### src/rtl/extio_sweep_ctrl.sv
// rtl/extio_sweep_ctrl.sv - stepped-frequency divider sweep scheduler for the ExtIO test clock
module extio_sweep_ctrl #(
    parameter int CW = 32,
    parameter int DW = 32
) (
    input  logic          clk,
    input  logic          rst_n,
    input  logic          start,
    input  logic          abort,
    input  logic [CW-1:0] cfg_start_div,
    input  logic [CW-1:0] cfg_stop_div,
    input  logic [CW-1:0] cfg_step,
    input  logic [DW-1:0] cfg_dwell,
    input  logic          cfg_loop,
    output logic          busy,
    output logic          done,
    output logic          step_stb,
    output logic [CW-1:0] cur_div,
    output logic          clkout
);

    typedef enum logic {IDLE, RUN} state_t;

    state_t        state_q, state_d;
    logic [CW-1:0] start_q, start_d, stop_q, stop_d, step_q, step_d;
    logic [CW-1:0] cur_q, cur_d, cnt_q, cnt_d;
    logic [DW-1:0] dwell_q, dwell_d, dcnt_q, dcnt_d;
    logic          loop_q, loop_d, up_q, up_d;
    logic          clk_q, clk_d, done_q, done_d, stb_q, stb_d;

    logic [CW-1:0] s_start, s_stop, s_step, next_div;
    logic [DW-1:0] s_dwell;
    logic [CW:0]   sum_up, sum_dn;

    // Zero in any configuration field would stall the divider, so it reads as one.
    assign s_start = (cfg_start_div == '0) ? CW'(1) : cfg_start_div;
    assign s_stop  = (cfg_stop_div  == '0) ? CW'(1) : cfg_stop_div;
    assign s_step  = (cfg_step      == '0) ? CW'(1) : cfg_step;
    assign s_dwell = (cfg_dwell     == '0) ? DW'(1) : cfg_dwell;

    // Step in CW+1 bits so overshoot past the stop value (or below zero) clamps cleanly.
    assign sum_up = {1'b0, cur_q} + {1'b0, step_q};
    assign sum_dn = {1'b0, cur_q} - {1'b0, step_q};

    always_comb begin
        next_div = stop_q;
        if (up_q) begin
            if (sum_up <= {1'b0, stop_q}) next_div = sum_up[CW-1:0];
        end else begin
            if (!sum_dn[CW] && (sum_dn[CW-1:0] >= stop_q)) next_div = sum_dn[CW-1:0];
        end
    end

    always_comb begin
        state_d = state_q;
        start_d = start_q;
        stop_d  = stop_q;
        step_d  = step_q;
        dwell_d = dwell_q;
        loop_d  = loop_q;
        up_d    = up_q;
        cur_d   = cur_q;
        cnt_d   = cnt_q;
        dcnt_d  = dcnt_q;
        clk_d   = clk_q;
        done_d  = 1'b0;
        stb_d   = 1'b0;
        case (state_q)
            IDLE: begin
                clk_d = 1'b0;
                cnt_d = '0;
                if (start && !abort) begin
                    start_d = s_start;
                    stop_d  = s_stop;
                    step_d  = s_step;
                    dwell_d = s_dwell;
                    loop_d  = cfg_loop;
                    up_d    = (s_stop >= s_start);
                    cur_d   = s_start;
                    dcnt_d  = '0;
                    state_d = RUN;
                end
            end
            RUN: begin
                if (abort) begin
                    state_d = IDLE;
                    clk_d   = 1'b0;
                    cnt_d   = '0;
                end else if (cnt_q == cur_q - CW'(1)) begin
                    cnt_d = '0;
                    clk_d = ~clk_q;
                    // Only a falling toggle closes a period, so divider changes never cut a half-period short.
                    if (clk_q) begin
                        if (dcnt_q == dwell_q - DW'(1)) begin
                            dcnt_d = '0;
                            if (cur_q != stop_q) begin
                                cur_d = next_div;
                                stb_d = 1'b1;
                            end else if (loop_q) begin
                                cur_d = start_q;
                                stb_d = 1'b1;
                            end else begin
                                state_d = IDLE;
                                done_d  = 1'b1;
                            end
                        end else begin
                            dcnt_d = dcnt_q + DW'(1);
                        end
                    end
                end else begin
                    cnt_d = cnt_q + CW'(1);
                end
            end
            default: state_d = IDLE;
        endcase
    end

    always_ff @(posedge clk or negedge rst_n) begin
        if (!rst_n) begin
            state_q <= IDLE;
            start_q <= '0;
            stop_q  <= '0;
            step_q  <= '0;
            dwell_q <= '0;
            loop_q  <= 1'b0;
            up_q    <= 1'b0;
            cur_q   <= '0;
            cnt_q   <= '0;
            dcnt_q  <= '0;
            clk_q   <= 1'b0;
            done_q  <= 1'b0;
            stb_q   <= 1'b0;
        end else begin
            state_q <= state_d;
            start_q <= start_d;
            stop_q  <= stop_d;
            step_q  <= step_d;
            dwell_q <= dwell_d;
            loop_q  <= loop_d;
            up_q    <= up_d;
            cur_q   <= cur_d;
            cnt_q   <= cnt_d;
            dcnt_q  <= dcnt_d;
            clk_q   <= clk_d;
            done_q  <= done_d;
            stb_q   <= stb_d;
        end
    end

    assign busy     = (state_q == RUN);
    assign done     = done_q;
    assign step_stb = stb_q;
    assign cur_div  = cur_q;
    assign clkout   = clk_q;

endmodule
### config.mk
export PLATFORM = sky130hd
export DESIGN_NAME = extio_sweep_ctrl
export DESIGN_NICKNAME = d
export VERILOG_FILES = /design/src/rtl/extio_sweep_ctrl.sv
export SDC_FILE = /design/constraint.sdc
export NUM_CORES = 1
export LEC_CHECK = 0
export CAP_MARGIN = 20
export CORE_ASPECT_RATIO = 1.4
export CORE_MARGIN = 2
export CORE_UTILIZATION = 60
export DETAILED_ROUTE_END_ITERATION = 12
export PLACE_DENSITY_LB_ADDON = 0.1
export SLEW_MARGIN = 20
export SYNTH_ARGS = -nofsm -noshare
export SYNTH_HDL_FRONTEND = slang
export SYNTH_SLANG_ARGS = --single-unit
### constraint.sdc
create_clock -name clk -period 7.05 [get_ports clk]
set_input_delay 0.705 -clock clk [delete_from_list [all_inputs] [get_ports clk]]
set_output_delay 0.705 -clock clk [all_outputs]
set_load 0.02 [all_outputs]
==> metrics.md <==
| Metric | Value |
|---|---|
| Max IR drop VDD | `0.000228 V` |
| Sequential share of the synthesized area | `0.295` |
| Clk sinks | `230` |
| Final HPWL DP | `53.5 mm` |
| Largest net degree at the start of global routing | `165` |
| Synth Register Bits | `230` |
| Vias per cell | `6.69` |
| Reg2reg end | `cur_div[0]$_DFFE_PN0P_` |
| Critical path required time | `7.54 ns` |
| Antenna violations before repair | `0` |
| Top_reg_cell synth | `dfrtp_1` |
| Final estimated routing congestion in global placement | `1.04` |
| Post-CTS setup buffer count | `0` |
| Status | `complete, no violations` |
| Synth top area cells | `dfrtp_1 (30%), ha_1 (11%), xnor2_1 (6.6%)` |
| Mux cell area share after synthesis | `0.00533` |
| Syn avg cell area | `7.94 um2` |
| Power Total | `9000 uW` |
| Die X | `156 um` |
| Post-synth EDFFs | `0` |
| Xor and xnor area share after synthesis | `0.0862` |
| Routed wire per std cell | `24.1 um` |
| Fin Setup TNS | `0 ns` |
| RSZ-0062 raised after global routing | `no` |
| Final hold slack | `0.106 ns` |
| Tot GR Track Use | `0.414` |
| Top cell type's share of synthesized area | `0.295` |
| Clock-pin transition on the worst setup and hold timing paths | `0.06 ns` |
| Worst-Skew Late Latency | `0.55 ns` |
| I/O pin cnt | `169` |
| Fmax | `152 MHz` |
| Number of global-route vias before repair | `19,600` |
| Die Footprint | `0.0340 mm2` |
| Via count | `19,700` |
| Minimum clock period after layout | `6.59 ns` |
| Synth Area in Adders | `0.107` |
| Slew Limit Fails | `0` |
| Syn Inst Count | `2,456` |
| Initial DRC Count | `1,859` |
| Bufs on Longest Clock Path | `3` |
| Global-route wire length before repair | `109 mm` |
| Worst Path Max Fanout | `9` |
| Post-CTS Resized | `0` |
| Total CTS buffers | `25` |
| Share of cells above drive strength 1 | `0.0553` |
| PD cells | `404 mW/mm2` |
| Area grow syn2layout | `14.2%` |
| Reg2reg start | `cur_div[1]$_DFFE_PN0P_` |
| Drt first pass iters | `5` |
| Simple-gate portion of the synthesized area | `0.227` |
| Critical-path cell list | `inv_1 -> fa_1 -> o21bai_1 -> o2111ai_1 -> a211oi_1 -> o2111ai_1 -> a211oi_1 -> nor3b_1 -> o311ai_0 -> nand2_1 -> ha_1 -> nand4_1 -> nor4_1 -> a21oi_1 -> a211oi_1 -> o211ai_1 -> nor3_1 -> buf_4 -> nor3_1 -> a21o_1 -> a2111oi_0 -> a21o_1` |
| Critical Path Start Type | `flop` |
| Fin cells | `2,949` |
| Die Y-Extent | `217 um` |
| Slew margin rel. | `0.212` |
| Mapped Area | `0.0195 mm2` |
| DP Worst Slack | `0.486 ns` |
| Final hold vios | `0` |
| Main combinational cell family by area after synthesis | `simple AND/OR/NAND/NOR gates` |
| Yosys top cell by area | `dfrtp_1` |
| Crit path arrival time | `7.08 ns` |
| Clk_skew | `0.0112 ns` |
| Initial Util | `0.606` |
| Hold_buf cts | `0` |
| CP max stage cell | `dfrtp_1` |
| Worst Hold Class | `input pin to asynchronous set/reset pin` |
| Antenna-violating nets left | `0` |
| Cell variety after synth | `94` |
| Fin crit share | `0.935` |
| Synth Area in Compound Gates | `0.216` |
| Layout net count | `2,831` |
| Post-synth top cells | `nand2_1 (300), dfrtp_1 (230), o21ai_0 (194)` |
| Ys async rst share | `1.00` |
| Top-count cell post-synth | `nand2_1` |
| Final antenna diode count | `0` |
| Routed WL | `71.0 mm` |
| Setup ws final | `0.455 ns` |
| Final setup fails | `0` |
| CTS H-tree lvls | `1` |
| TritonCTS clock tree | `built` |
| Net Count, Synth | `2,755` |
| CP endpoint kind | `flop` |
| CTS Root Cell | `clkbuf_16` |
| Number of remaining DRC errors | `0` |
| Setup slack, reg-to-reg | `0.46 ns` |
| LEAKAGE | `0.00951 uW` |
| Grt total ovfl | `0` |
| Buffers on Ports | `168` |
| Slew of the pin with the lowest slew margin | `1.15 ns` |
| Total core area | `0.0322 mm2` |
| Cell repeated most along the worst path | `a211oi_1` |
| Warnings from Yosys | `0` |
| Maxcap violations | `0` |
| FF-to-FF path depth | `22` |
| Placed cell count | `2,905` |
| Rows | `78` |
| Critical Path Max Stage Delay | `0.56 ns` |
| Crit path kind | `flop to flop` |
-- worst max-delay path by stage --
stage	from	cells past startpoint	end	slack [ns]
floorplan	cur_div[11]$_DFFE_PN0P_	21	cur_div[15]$_DFFE_PN0P_	1.40
global placement	cur_div[5]$_DFFE_PN0P_	20	cur_div[0]$_DFFE_PN0P_	0.60
detailed placement	cur_div[5]$_DFFE_PN0P_	20	cur_div[0]$_DFFE_PN0P_	0.49
CTS	cur_div[5]$_DFFE_PN0P_	20	cur_div[0]$_DFFE_PN0P_	0.43
global route	cur_div[1]$_DFFE_PN0P_	22	cur_div[0]$_DFFE_PN0P_	0.004
finish	cur_div[1]$_DFFE_PN0P_	22	cur_div[0]$_DFFE_PN0P_	0.46
-- routing by layer --
layer	global-route usage	part of all wire
met5	0	0
met1	0.483	0.37
met3	0.0681	0.080
met4	0.307	0.087
met2	0.683	0.46
-- sequential cells by signal (all words and copies together), names as in the netlist, 32 cells and up --
signal,count
cnt_q,32
start_q,32
step_q,32
dcnt_q,32
stop_q,32
dwell_q,32
cur_div,32
-- power breakdown --
part           total (uW)  internal [uW]  switching (uW)  leakage, uW
registers            1900           1530             372      0.00293
clock network        1530            930             600     0.000448
logic                5570           2140            3430      0.00613
-- cells by family (layout without fill, tap and decap cells) --
| logic type | after synthesis | count (layout) |
|---|---|---|
| xor+xnor | 192 | 192 |
| buf+inv | 310 | 403 |
| compound gates | 652 | 652 |
| simple gates | 896 | 896 |
| fa+ha+maj | 166 | 166 |
| flops | 230 | 230 |
| mux | 10 | 10 |
-- per-stage QoR --
stage,util,instance area [um2]
floorplan,-,19500
global placement,0.663,21300
detailed placement,0.663,21300
CTS,0.692,22300
global route,0.692,22300
finish,0.692,22300
-- final cells by class --
cell class	instances	area, um2
clock buffers	28	657
clock inverters	16	274
fillers	2583	9930
inverters	153	574
multi-input cells	1916	12500
flip-flops and latches	230	5760
well taps	400	500
repair buffers	206	2000
-- worst max-delay path, delay by kind of cell (launching register included) --
kind                     cells  cell delay [ns]
AO/OA/AOI/OAI               12             3.50
AND/OR/NAND/NOR              6             1.18
adder cells (fa/ha/maj)      2             0.80
flip-flops                   1             0.56
buffers and inverters        2             0.48
-- layout by cell type (no fill, tap or decap), drive strengths merged, types with 19 or more instances in the layout --
master / n
clkbuf: 28
and3: 37
buf: 39
xnor2: 146
nand2: 300
a21o: 38
nor2b: 27
o22ai: 19
a21oi: 128
ha: 164
or4: 20
o211ai: 24
clkdlybuf4s50: 167
a31oi: 27
xor2: 46
inv: 154
nand2b: 22
nand4: 62
o21ai: 229
a211oi: 20
nand3: 59
nor2: 181
nor4: 66
dfrtp: 230
nor3: 54
o31ai: 22
(Power assumes the default switching activity.)
